--- src/rtl/instruction_fetch_pkg.sv ---
// instruction_fetch_pkg: opcodes, queue entry layout and immediate decoders for fetch.
package instruction_fetch_pkg;
  localparam logic [6:0] OPCODE_JAL = 7'b1101111;
  localparam logic [6:0] OPCODE_BRANCH = 7'b1100011;
  typedef struct packed {
    logic [31:0] inst;
    logic [31:0] pc;
    logic comp;
    logic pred;
  } iq_entry_t;
  localparam int IQ_ENTRY_W = $bits(iq_entry_t);
  function automatic logic [31:0] j_imm(input logic [31:0] i);
    return {{12{i[31]}}, i[19:12], i[20], i[30:21], 1'b0};
  endfunction
  function automatic logic [31:0] b_imm(input logic [31:0] i);
    return {{20{i[31]}}, i[7], i[30:25], i[11:8], 1'b0};
  endfunction
endpackage

--- src/rtl/instruction_fetch_inst_queue.sv ---
// instruction_fetch_inst_queue: circular FIFO with clear; pointers wrap on power-of-two depth.
module instruction_fetch_inst_queue #(
  parameter int W = 66,
  parameter int DEPTH_LOG = 2
) (
  input  logic clk,
  input  logic rst_n,
  input  logic clr,
  input  logic push,
  input  logic pop,
  input  logic [W-1:0] din,
  output logic [W-1:0] dout,
  output logic full,
  output logic empty,
  output logic [DEPTH_LOG:0] count
);
  localparam int CW = DEPTH_LOG + 1;
  localparam int DEPTH = 1 << DEPTH_LOG;
  logic [W-1:0] mem_q [DEPTH];
  logic [DEPTH_LOG-1:0] head_q, head_d, tail_q, tail_d;
  logic [CW-1:0] count_q, count_d;
  logic do_push, do_pop;
  always_comb begin
    do_push = push & ~full;
    do_pop = pop & ~empty;
    head_d = clr ? '0 : head_q + DEPTH_LOG'(do_pop);
    tail_d = clr ? '0 : tail_q + DEPTH_LOG'(do_push);
    count_d = clr ? '0 : count_q + CW'(do_push) - CW'(do_pop);
  end
  always_ff @(posedge clk or negedge rst_n)
    if (!rst_n) begin
      head_q <= '0;
      tail_q <= '0;
      count_q <= '0;
    end else begin
      head_q <= head_d;
      tail_q <= tail_d;
      count_q <= count_d;
    end
  always_ff @(posedge clk)
    if (do_push & ~clr) mem_q[tail_q] <= din;
  assign dout = mem_q[head_q];
  assign full = count_q == CW'(DEPTH);
  assign empty = count_q == '0;
  assign count = count_q;
endmodule

--- src/rtl/instruction_fetch.sv ---
// instruction_fetch: PC owner, single-outstanding fetch requester with static next-PC
// prediction, feeding an instruction queue toward issue.
module instruction_fetch
  import instruction_fetch_pkg::*;
#(
  parameter logic [31:0] RESET_PC = 32'h0,
  parameter int IQ_DEPTH_LOG = 2
) (
  input  logic clk_in,
  input  logic rst_n_in,
  input  logic rdy_in,
  input  logic flush,
  input  logic [31:0] flush_pc,
  output logic fetch_en,
  output logic [31:0] fetch_addr,
  input  logic fetch_rdy,
  input  logic [31:0] fetch_data,
  input  logic fetch_is_compressed,
  output logic iq_valid,
  output logic [31:0] iq_inst,
  output logic [31:0] iq_pc,
  output logic iq_is_compressed,
  output logic iq_pred_taken,
  input  logic iq_pop
);
  localparam int CW = IQ_DEPTH_LOG + 1;
  localparam logic [CW-1:0] DEPTH = CW'(1 << IQ_DEPTH_LOG);
  logic [31:0] pc_q, pc_d, pc_next;
  logic fetch_en_q, fetch_en_d;
  logic clr, push, pop, full, empty, is_jal, is_bt;
  logic [CW-1:0] count, count_post;
  iq_entry_t wr_entry, rd_entry, head;
  always_comb begin
    clr = rdy_in & flush;
    push = rdy_in & ~flush & fetch_en_q & fetch_rdy & ~full;
    pop = rdy_in & ~flush & iq_pop & ~empty;
    is_jal = fetch_data[6:0] == OPCODE_JAL;
    is_bt = fetch_data[6:0] == OPCODE_BRANCH && fetch_data[31];
    pc_next = pc_q + (is_jal ? j_imm(fetch_data) : is_bt ? b_imm(fetch_data) :
                      fetch_is_compressed ? 32'd2 : 32'd4);
    count_post = count + CW'(push) - CW'(pop);
    pc_d = clr ? flush_pc : push ? pc_next : pc_q;
    // A live request never sees a full queue, so the post-update count alone decides arming.
    fetch_en_d = rdy_in ? ~flush & (count_post < DEPTH) : fetch_en_q;
    wr_entry = '{inst: fetch_data, pc: pc_q, comp: fetch_is_compressed, pred: is_jal | is_bt};
    head = empty ? '0 : rd_entry;
  end
  always_ff @(posedge clk_in or negedge rst_n_in)
    if (!rst_n_in) begin
      pc_q <= RESET_PC;
      fetch_en_q <= 1'b0;
    end else begin
      pc_q <= pc_d;
      fetch_en_q <= fetch_en_d;
    end
  instruction_fetch_inst_queue #(.W(IQ_ENTRY_W), .DEPTH_LOG(IQ_DEPTH_LOG)) u_iq (
    .clk(clk_in),
    .rst_n(rst_n_in),
    .clr(clr),
    .push(push),
    .pop(pop),
    .din(wr_entry),
    .dout(rd_entry),
    .full(full),
    .empty(empty),
    .count(count)
  );
  assign fetch_en = fetch_en_q;
  assign fetch_addr = pc_q;
  assign iq_valid = ~empty;
  assign iq_inst = head.inst;
  assign iq_pc = head.pc;
  assign iq_is_compressed = head.comp;
  assign iq_pred_taken = head.pred;
endmodule

--- config.mk ---
export PLATFORM = sky130hd
export DESIGN_NAME = instruction_fetch
export DESIGN_NICKNAME = d
export VERILOG_FILES = /design/src/rtl/instruction_fetch_pkg.sv /design/src/rtl/instruction_fetch_inst_queue.sv /design/src/rtl/instruction_fetch.sv
export SDC_FILE = /design/constraint.sdc
export NUM_CORES = 1
export LEC_CHECK = 0
export ABC_AREA = 1
export CAP_MARGIN = 20
export CELL_PAD_IN_SITES_DETAIL_PLACEMENT = 1
export CELL_PAD_IN_SITES_GLOBAL_PLACEMENT = 1
export CORE_MARGIN = 3
export CORE_UTILIZATION = 44
export DETAILED_ROUTE_END_ITERATION = 6
export GPL_TIMING_DRIVEN = 0
export PLACE_DENSITY = 0.89
export SETUP_SLACK_MARGIN = 0.2
export SLEW_MARGIN = 20
export SYNTH_ARGS = -nofsm -noshare
export SYNTH_HDL_FRONTEND = slang
export SYNTH_SLANG_ARGS = --single-unit
export TNS_END_PERCENT = 30
--- constraint.sdc ---
create_clock -name clk_in -period 8.51 [get_ports clk_in]
set_input_delay 1.702 -clock clk_in [delete_from_list [all_inputs] [get_ports clk_in]]
set_output_delay 1.702 -clock clk_in [all_outputs]
set_load 0.02 [all_outputs]
==> impl_metrics.toml <==
[setup_path]
start_kind = "input port"
cp-end-kind = "register"
reg2reg_depth = 9
cpPeakStageDelay_ns = 0.56
critical_path.max_fanout = 9
critical_path.top_delay_family = "simple AND/OR/NAND/NOR gates"
r2r-end = "u_iq.mem_q[2][42]$_DFFE_PP_"
crit_slowest_cell = "o21ai_0"
crit_arrival_ns = 5.69
crit_end = "fetch_addr[21]$_DFFE_PN0P_"
reg2reg_setup_slack_ns = 5.50
crit_chain = "clkdlybuf4s50_1 > nand2_1 > nor2_1 > nand3_2 > nand2_1 > nand2_1 > o21ai_0 > ha_1 > fa_1 > nand3_1 > nand3_1 > nand3_1 > nand3_2 > nand3_1 > nand2_1 > nand2_1 > nand3_1 > nand2_1"
path_common_cell = "nand2_1"
crit_required_ns = 8.98
crit_buf_inv = 1
r2r_start = "u_iq.count[0]$_DFF_PN0_"
critPathKind = "in -> reg"
startpoint = "fetch_data[5]"
cp.depth = 18

[logic_synthesis]
async_reset_ff_frac = 0.132
synth-seq-cells = 304
synth_cells = 1588
ys_types = 35
netlist_top_cells_area = "edfxtp_1 53%, nor2_1 8.0%, nand2_1 7.1%, dfrtp_1 6.7%, o21ai_0 4.7%"
post-synth-top-count-cell = "nor2_1"
seq_area_frac_synth = 0.597
ys_warn_count = 0
synth_top_area_cell = "edfxtp_1"
synth_top_cells_by_count = "319 x nor2_1, 283 x nand2_1, 264 x edfxtp_1"
netlist.area_leader.share = 0.530
syn_area_mm2 = 0.0149
synth_edf_count = 264
syn_nets = 1696
synthFlopType = "edfxtp_1"
synth.avg_cell_area_um2 = 9.41

[timing]
relSlewSlack = 0.368
period_share = 0.614
rsz0062_at_grt = "no"
finalHoldViolations = 0
whs_ns = 0.584
max_freq_mhz = 191
finalSetupViolations = 0
min_period_ns = 5.22
tightest_slew_ns = 0.943
worst_slack_ns = 3.29
slew_viol_final = 0
skew_ns = 0.0174

[floorplan]
io_pins = 171
num_rows = 66
start_util = 0.452
die_h_um = 190
coreArea_mm2 = 0.0330
die_w_um = 190
die-area_mm2 = 0.0362

[clock_tree]
cts_buffers = 31
cts.sinks = 304
clockBufferDepth = 3
cts_setup_buffers = 0
cts_resized = 0
cts_root_buf = "clkbuf_16"
cts_tree = "yes"
htree_levels = 1
cts.hold.buffers_added = 0
insertion_delay_ns = 0.58
path_clk_slew_ns = 0.07

[final_layout]
fin_util = 0.560
multi_input_area_mm2 = 0.00491
seqCellArea_mm2 = 0.00893
synthToLayoutAreaGrowth_pct = 23.8
fin_area_mm2 = 0.0185
nFillCells = 3721
antenna_cells = 0
layout-drive-gt1-share = 0.0964
fin_nets = 1932

[detailed_routing]
vias = 13100
drc = 0
antenna_left = 0
vias_per_cell = 5.74
wl_mm = 56.3
routedWlPerCell_um = 24.6
dr.first_iter.drc_count = 1365
first_pass_iters = 5

[hold_path]
hold_depth = 2
hp-class = "reg -> reg"

[global_routing]
grt_pass1_vias = 14200
grt_max_degree = 26
grt_pass1_wl_mm = 85.7
overflow = 0
antenna_found_initial = 0
globalRouteTotalUtil = 0.309

[power_and_ir_drop]
ir_drop_mv = 0.173
cellPowerDensity_mw_per_mm2 = 284
power_mw = 5.25
p_leak_nw = 7.66

[run_status]
outcome = "complete, no violations"

[placement]
numPortBuffers = 170
dp_slack_ns = 3.01
dp_hpwl_mm = 39.1
post_dp_cell_area_mm2 = 0.0175
gp_congestion = 0.932

[flow_run]
maxCapViolCount = 0
==> report_power, final <==
part           switching [mW]  internal, mW
sequential              0.116          1.72
clock                   0.609         0.758
combinational            1.28         0.772
total                    2.00          3.25
==> worst min-delay path by stage <==
stage | from | to | slack [ns]
4_1_cts | fetch_en$_DFFE_PN0P_ | fetch_en$_DFFE_PN0P_ | 0.58
3_3_place_gp | u_iq.tail_q[1]$_DFF_PN0_ | u_iq.tail_q[1]$_DFF_PN0_ | 0.50
2_1_floorplan | u_iq.tail_q[1]$_DFF_PN0_ | u_iq.tail_q[1]$_DFF_PN0_ | 0.48
3_5_place_dp | fetch_en$_DFFE_PN0P_ | fetch_en$_DFFE_PN0P_ | 0.56
6_report | fetch_en$_DFFE_PN0P_ | fetch_en$_DFFE_PN0P_ | 0.58
5_1_grt | fetch_en$_DFFE_PN0P_ | fetch_en$_DFFE_PN0P_ | 0.61
==> stage by stage <==
stage,setup TNS (ns),std cells
2_1_floorplan,0,1588
3_3_place_gp,-678.38,2200
3_5_place_dp,0,2233
4_1_cts,0,2289
5_1_grt,0,2289
6_report,0,2289
==> flip-flops by register name (all words and copies together), names as in the netlist <==
name         flops
u_iq.tail_q      2
u_iq.head_q      2
fetch_en         1
fetch_addr      32
u_iq.mem_q     264
u_iq.count       3
==> worst reg2reg max path: cells and delay by family (launching register included) <==
kind / cells / cell delay [ns]
buffers and inverters: 5 / 1.16
and+or+nand+nor: 4 / 1.18
DFF: 1 / 0.39
==> logic make-up (layout without fill, tap and decap cells) <==
kind of cell | after synthesis | in the layout | share of synthesized area
and+or+nand+nor | 723 | 723 | 0.197
DFF | 304 | 304 | 0.597
adders and majority gates | 37 | 37 | 0.0320
xor gates and xnor gates | 10 | 10 | 0.00586
AOI/OAI and AO/OA | 265 | 265 | 0.0923
buffers and inverters | 249 | 508 | 0.0751
==> layout make-up <==
class | instances | share of cell area
buffer | 97 | 0.0298
clock buffer | 35 | 0.0427
clock inverter | 21 | 0.0105
inverter | 152 | 0.0309
multi-input combinational | 1035 | 0.266
sequential | 304 | 0.483
tap | 442 | 0.0299
timing repair buffer | 203 | 0.108
==> placed cells by master, fill, tap and decap left out, types with 5 or more instances in the layout <==
cell and count:
nand3_1 85, edfxtp_1 264, nand2_1 283, clkinv_2 9, nand2_2 6, clkbuf_16 31, o21ai_0 140, nor2_1 319
buf_2 29, nor3_1 5, o21ai_1 13, dfrtp_1 40, xnor2_1 8, buf_6 11, ha_1 35, o211ai_1 9
a21oi_1 92, buf_4 61, clkbuf_1 32, nand3_2 5, clkdlybuf4s50_1 169, inv_1 150, o21bai_1 6
==> per-layer routing <==
metal | share of wire | vias to the layer above | GRT usage
met5 | 0 | - | 0
met4 | 0.046 | 0 | 0.131
met3 | 0.071 | 181 | 0.0472
met2 | 0.51 | 700 | 0.559
met1 | 0.37 | 6531 | 0.367
li1 | - | 5732 | -
No activity file was read; power rests on OpenSTA's default activity.
